[config.mk]
export PLATFORM = sky130hd
export DESIGN_NAME = traffic_phase_scheduler
export DESIGN_NICKNAME = d
export VERILOG_FILES = /design/src/rtl/traffic_phase_scheduler.sv
export SDC_FILE = /design/constraint.sdc
export NUM_CORES = 1
export LEC_CHECK = 0
export CORE_MARGIN = 5
export CORE_UTILIZATION = 52
export CTS_CLUSTER_DIAMETER = 60
export DETAILED_ROUTE_END_ITERATION = 10
export GPL_TIMING_DRIVEN = 0
export PLACE_DENSITY = 0.79
export SLEW_MARGIN = 20
export SYNTH_ARGS = -nofsm -noshare
export SYNTH_HDL_FRONTEND = slang
export SYNTH_SLANG_ARGS = --single-unit
[constraint.sdc]
create_clock -name clk -period 4.28 [get_ports clk]
set_input_delay 0.642 -clock clk [delete_from_list [all_inputs] [get_ports clk]]
set_output_delay 0.642 -clock clk [all_outputs]
set_load 0.005 [all_outputs]
[src/rtl/traffic_phase_scheduler.sv]
// Demand-driven four-way phase scheduler: round-robin green grants with GREEN -> YELLOW -> ALL-RED
// sequencing, emergency pre-emption, and timing that advances only on an external tick strobe.
module traffic_phase_scheduler #(
  parameter int GREEN_SEC  = 5,
  parameter int YELLOW_SEC = 1,
  parameter int ALLRED_SEC = 1,
  parameter int TW         = 5
) (
  input  logic       clk,
  input  logic       rst_n,
  input  logic       tick,
  input  logic [3:0] req,
  input  logic       emerg_req,
  input  logic [1:0] emerg_dir,
  output logic [1:0] north,
  output logic [1:0] east,
  output logic [1:0] south,
  output logic [1:0] west,
  output logic [1:0] green_dir,
  output logic [3:0] pending,
  output logic       emerg_ack
);

  typedef enum logic [1:0] {
    S_ALLRED = 2'd0,
    S_GREEN  = 2'd1,
    S_YELLOW = 2'd2
  } state_t;

  localparam logic [TW-1:0] G_LAST = TW'(GREEN_SEC - 1);
  localparam logic [TW-1:0] Y_LAST = TW'(YELLOW_SEC - 1);
  localparam logic [TW-1:0] A_LAST = TW'(ALLRED_SEC - 1);
  localparam logic [TW-1:0] A_DONE = TW'(ALLRED_SEC);

  state_t        state;
  logic [TW-1:0] cnt;
  logic [7:0]    lights;
  logic [3:0]    req_eff;
  logic          sel_valid;
  logic [1:0]    sel_dir;
  logic          allred_expired;

  // Direction 0 (N) maps to req/pending bit 3, direction 3 (W) to bit 0.
  function automatic logic [3:0] dir_bit(input logic [1:0] d);
    return 4'b1000 >> d;
  endfunction

  function automatic logic [7:0] lamp(input state_t s, input logic [1:0] d);
    logic [7:0] l;
    l = 8'h00;
    if (s == S_GREEN)  l = 8'b1000_0000 >> {d, 1'b0};
    if (s == S_YELLOW) l = 8'b0100_0000 >> {d, 1'b0};
    return l;
  endfunction

  assign {north, east, south, west} = lights;

  // The approach being served absorbs its own new demand.
  always_comb begin
    req_eff = req;
    if (state == S_GREEN || state == S_YELLOW) req_eff = req & ~dir_bit(green_dir);
  end

  // Idle ALLRED parks the counter at A_DONE so a late request is granted on the next edge.
  assign allred_expired = (cnt == A_DONE) || (tick && cnt == A_LAST);

  always_comb begin
    sel_valid = 1'b0;
    sel_dir   = green_dir;
    if (emerg_req) begin
      sel_valid = 1'b1;
      sel_dir   = emerg_dir;
    end else begin
      for (int k = 1; k <= 4; k++) begin
        if (!sel_valid && (pending & dir_bit(green_dir + 2'(k))) != 4'b0000) begin
          sel_valid = 1'b1;
          sel_dir   = green_dir + 2'(k);
        end
      end
    end
  end

  always_ff @(posedge clk) begin
    if (!rst_n) begin
      state     <= S_ALLRED;
      cnt       <= '0;
      green_dir <= 2'd3;
      pending   <= 4'b0000;
      lights    <= 8'h00;
      emerg_ack <= 1'b0;
    end else begin
      pending <= pending | req_eff;
      case (state)
        S_ALLRED: begin
          if (allred_expired) begin
            if (sel_valid) begin
              state     <= S_GREEN;
              cnt       <= '0;
              green_dir <= sel_dir;
              pending   <= (pending | req_eff) & ~dir_bit(sel_dir);
              lights    <= lamp(S_GREEN, sel_dir);
              // An emergency request always selects its own direction here.
              emerg_ack <= emerg_req;
            end else begin
              cnt <= A_DONE;
            end
          end else if (tick) begin
            cnt <= cnt + 1'b1;
          end
        end
        S_GREEN: begin
          if (emerg_req && emerg_dir != green_dir) begin
            state     <= S_YELLOW;
            cnt       <= '0;
            lights    <= lamp(S_YELLOW, green_dir);
            emerg_ack <= 1'b0;
          end else if (emerg_req) begin
            cnt       <= '0;
            emerg_ack <= 1'b1;
          end else begin
            emerg_ack <= 1'b0;
            if (tick) begin
              if (cnt == G_LAST) begin
                state  <= S_YELLOW;
                cnt    <= '0;
                lights <= lamp(S_YELLOW, green_dir);
              end else begin
                cnt <= cnt + 1'b1;
              end
            end
          end
        end
        S_YELLOW: begin
          if (tick) begin
            if (cnt == Y_LAST) begin
              state  <= S_ALLRED;
              cnt    <= '0;
              lights <= 8'h00;
            end else begin
              cnt <= cnt + 1'b1;
            end
          end
        end
        default: begin
          state  <= S_ALLRED;
          cnt    <= '0;
          lights <= 8'h00;
        end
      endcase
    end
  end

endmodule

; ---- Word-level counts from Yosys, hierarchy flattened
; Cells that the tools add are included.
; W data, S select, Z words.
[classes]
mul = 0
n_reduce_logical = 21
n_lt_le_gt_ge = 0
muxes = 50
n_shift = 7
add_sub_neg = 4
div_mod_pow = 0
n_eq_ne = 14
bitwise_logic = 9
[ops]
columns = cell, count
row1 = $mux W8, 8
row2 = $mux W5, 8
row3 = $mux W2, 13
row4 = $and A4 B4 Y4, 6
row5 = $pmux W8 S3, 1
row6 = $shr A4 B2 Y4 const A, 5
row7 = $mux W4, 4
row8 = $reduce_bool A4 Y1, 4
row9 = $pmux W5 S3, 1
row10 = $mux W1, 13
row11 = $reduce_and A3 Y1, 3
row12 = $not A4 Y4, 2
row13 = $shr A7 B3 Y8 const A, 1
row14 = $shr A8 B3 Y8 const A, 1
row15 = $reduce_and A7 Y1, 1
row16 = $ne A2 B2 Y1 const B, 3
row17 = $ne A3 B2 Y1 const B, 2
row18 = $pmux W2 S3, 1
row19 = $add A5 B1 Y5 const B, 1
row20 = $eq A5 B1 Y1 const B, 1
row21 = $eq A5 B3 Y1 const B, 1
row22 = $logic_and A1 B1 Y1, 5
row23 = $logic_not A5 Y1, 1
row24 = $add A2 B2 Y2 const B, 2
row25 = 14 further kinds, 17
[word_totals]
in_bits = 10
romBits = 0
latch_bits = 0
register_bits = 22
elab_cells = 111
n_memories = 0
mem_bits_rw = 0
out_inout_bits = 15

; ---- Logic depth before layout (Yosys ltp)
[depth]
word_depth = 24
ltp_mapped = 9
ltp_nobuf = 8

; ---- Worst setup path after synthesis
; OpenSTA, ideal clock, no wires.
[synth_timing]
kind = register -> register
from = register green_dir[0]
to = register emerg_ack
t_arrival_ns = 1.966
t_required_ns = 4.208
setup_ns = 0.072
path_stages_with_launch = 10
setup_slack_ns = 2.243
n_path_buf = 1
period_less_slack_ns = 2.037
path_cell_list = dfxtp_1 > inv_1 > ha_1 > a22o_1 > a221oi_2 > nand4_1 > and3_1 > clkbuf_2 > a21oi_1 > mux2i_1
[synth_via]
elab_chain_len = 20
elab_cells_between_ends = 35
classes_between = add/sub: 3 / eq/ne: 2 / shift: 4 / mux: 10 / bitwise: 4 / reduce/logical: 12
[synth_rtl]
columns = item, line_no
row1 = start: declaration, 19  ; output logic [1:0] green_dir,
row2 = start signal: assignment, 99  ; green_dir <= sel_dir;
row3 = $add A2 B1 Y2, 75  ; if (!sel_valid && (pending & dir_bit(green_dir + 2'(k))) != 4'b0000) begin
row4 = $shr A4 B2 Y4, 45  ; return 4'b1000 >> d;
row5 = $and A4 B4 Y4, 75
row6 = $reduce_bool A4 Y1, 75
row7 = $mux W1, 75
row8 = $mux W1, 70  ; if (emerg_req) begin
row9 = $logic_not A1 Y1, 75
row10 = $logic_and A1 B1 Y1, 75
row11 = (+4 left out), -
row12 = $mux W1, 75
row13 = $mux W1, 70
row14 = $logic_not A1 Y1, 75
row15 = $logic_and A1 B1 Y1, 75
row16 = $mux W1, 75
row17 = $mux W1, 70
row18 = $ne A2 B2 Y1 (no line), -
row19 = $reduce_and A3 Y1 (no line), -
row20 = end signal: assignment, 103  ; emerg_ack <= emerg_req;
row21 = end: declaration, 21  ; output logic emerg_ack
; Parallel ways exist; a longest one is shown, timed or not. The select of a mux whose other input is x is not followed.
; A chain may end at the register's enable or synchronous reset.

; ---- Worst setup path after layout
[layout_timing]
from = register green_dir[1]
to = register emerg_ack
; Same word-level chain as after synthesis.

==> run summary <==
status = complete, no violations
CP startpoint kind = flip-flop
CORE AREA = 2710 um^2
Worst path slowest cell = dfxtp_1
crit path cell chain = inv_1 > ha_1 > a22oi_1 > and2_1 > nand4_1 > and3_1 > clkbuf_2 > a21oi_1 > mux2i_1
Hold Crit Class = flip-flop to flip-flop
clk sinks = 22
power density over cell area = 744.9 nW/um^2
cts hold-fix bufs = 0
count of different cell masters after synthesis = 45
TritonCTS clock tree = yes
P_leak = 0.6815 nW
Routed Antenna Nets = 0
final worst path period need = 2.568 ns
Required @ worst endpoint = 4.53 ns
Crit Path Class = flip-flop to flip-flop
max-cap viol count = 0
fraction of layout cells with a size suffix above 1 = 7.960%
Yosys top cell area share = 30.48%
first-pass GRT wire length = 6203 um
post-CTS setup repair buffer count = 0
Net Count, Synth = 194
largest net degree at the start of global routing = 14
total power draw = 1.323 mW
Final Cycle Share = 60.00%
non-filler instance count after layout = 232
Die ar. = 3933 um^2
Min-Delay Endpoint = lights[7]
die width = 62.72 um
P&R area growth vs syn = 22.94%
most used routing layer = met2
GR Util met3 = 4.856%
max-slew violation count = 0
post-detailed-placement half-perimeter wirelength = 2849 um
worst r2r src = green_dir[1]
met1 usage = 22.03%
Initial Util = 53.32%
Top-Level Pins = 25
crit end category = flip-flop
crit path max fanout = 8
Clock transition at path regs = 0.13 ns
DRC errors left = 0
CTS max path bufs = 2
Hold Vio Cnt, Final = 0
post_cts resized = 0
TritonCTS buffer count = 3
First-pass DRT Iterations = 5
Seq/Total Area, Yosys = 30.48%
Buf/Inv on CP = 2
R2R cell count = 9
remaining global-route overflow = 0
die height = 62.72 um
Peak VDD IR = 607.0 uV
routing usage on met2 = 33.16%
reg2reg end = emerg_ack
Most used DFF post-synth = dfxtp_1
placed insts = 228
std cell rows = 19
via count = 1421
beginning of the worst hold path = lights[7]
final count of negative-setup-slack endpoints = 0
Reg2Reg Setup Slack = 1.71 ns
initial antenna violation count = 0
number of synthesized flops with an enable pin = 0
YS warnings = 0
Yosys reg bits = 22
CP top delay family = simple AND/OR/NAND/NOR gates
H-tree levels = 1
Slew Limit Headroom = 65.17%
Post-Synthesis Cells = 173
wire per inst = 16.15 um
Clock Skew = 0.004294 ns
CP Data Arrival Time = 2.82 ns
number of global-route vias before repair = 1385
async set or reset register ratio after synthesis = 0%
Routed WL = 3746 um
CTS Root Cell = clkbuf_4
worst skew pair latency = 0.32 ns
cell count of the worst hold path = 1
PortBufs = 24
area leader, netlist = dfxtp_1
RSZ-0062 raised after global routing = false
CP peak stage delay = 0.53 ns
nets@finish = 223
syn avg cell area = 8.353 um^2
Syn Std Cell Area = 1445 um^2
Setup Total Neg Slack = 0 ns
Via-to-Cell Ratio = 6.125
Worst Max-Slew Pin Slew = 0.5169 ns
RePlAce Congestion = 0.9050
# diodes = 0
total track usage = 19.33%
Fmax achieved = 389.4 MHz
synth top area cells = dfxtp_1, ha_1, a21oi_1
Initial DRC Count = 66
cells by family after synthesis:
family | share of synthesized area (%)
AO/OA/AOI/OAI | 29.00
XOR/XNOR | 3.031
adder cells (fa/ha/maj) | 9.524
buffers and inverters | 4.849
flip-flops | 30.48
multiplexers | 2.078
AND/OR/NAND/NOR | 21.04
through the flow:
| step | hold slack [ns] | cell area (um^2) | setup slack [ns] | util (%) |
|---|---|---|---|---|
| after CTS | 0.4797 | 1777 | 1.744 | 65.56 |
| final | 0.4786 | 1777 | 1.712 | 65.56 |
| after detailed placement | 0.4456 | 1724 | 1.642 | 63.62 |
| after global routing | 0.4980 | 1777 | 1.509 | 65.56 |
| after floorplan | 0.4544 | 1445 | 2.243 | - |
| after global placement | 0.4488 | 1724 | 1.717 | 63.62 |
cell type report:
cell class                      instances  area, um^2
Multi-Input combinational cell        135       934.6
Fill cell                             242       933.4
Sequential cell                        22       440.4
Timing Repair Buffer                   24       240.2
Tap cell                               31       38.79
Inverter                               10       37.54
Buffer                                  6       32.53
Clock inverter                          1       30.03
Clock buffer                            3       22.52
worst register-to-register path, cell delays in order, from the launching register on:
cell and delay (ns):
dfxtp_1 0.53, inv_1 0.15, ha_1 0.31, a22oi_1 0.32, and2_1 0.26, nand4_1 0.14
and3_1 0.21, clkbuf_2 0.17, a21oi_1 0.19, mux2i_1 0.22
sequential cells by signal, summed over array words and instances (netlist names):
| name | flops |
|---|---|
| emerg_ack | 1 |
| lights | 8 |
| green_dir | 2 |
| pending | 4 |
| state | 2 |
| cnt | 5 |
placed cells by master, fill, tap and decap left out, types with 6 or more instances in the layout:
| cell | Yosys | layout |
|---|---|---|
| nand2_1 | 12 | 12 |
| nand3_1 | 10 | 10 |
| dfxtp_1 | 22 | 22 |
| inv_1 | 10 | 10 |
| ha_1 | 11 | 11 |
| a21oi_1 | 12 | 12 |
| nand4_1 | 6 | 6 |
| clkdlybuf4s50_1 | 0 | 24 |
| o21ai_0 | 11 | 11 |
| nor2_1 | 12 | 12 |
metal layers:
layer,vias up,routed length [um]
met5,-,0
met4,0,85
met3,9,180
met2,48,1894
met1,665,1586
li1,699,-
cell usage after synthesis, types with 3 or more instances:
cell type and instances:
nand2_1 12, nor2_1 12, nand3_1 10, inv_1 10, o21ai_0 11, o21ai_1 3
mux2i_1 3, nand4_1 6, dfxtp_1 22, a22oi_1 4, o2bb2ai_1 4, a21oi_1 12
xor2_1 3, and2_1 4, a21boi_0 4, ha_1 11
how the worst max path moves through the flow:
stage                       startpoint        end  slack (ns)  depth (start not counted)
after global routing      green_dir[1]  emerg_ack        1.51                          9
after CTS                 green_dir[1]  emerg_ack        1.74                          9
after global placement       emerg_req  lights[5]        1.72                          7
final                     green_dir[1]  emerg_ack        1.71                          9
after detailed placement     emerg_req     cnt[3]        1.64                          7
after floorplan           green_dir[0]  emerg_ack        2.24                          9
report_power, final:
part           internal, mW  total (mW)  switching (mW)
combinational         0.360       0.829           0.469
clock                0.0948       0.164          0.0689
sequential            0.262       0.330          0.0686
(Power assumes the default switching activity.)
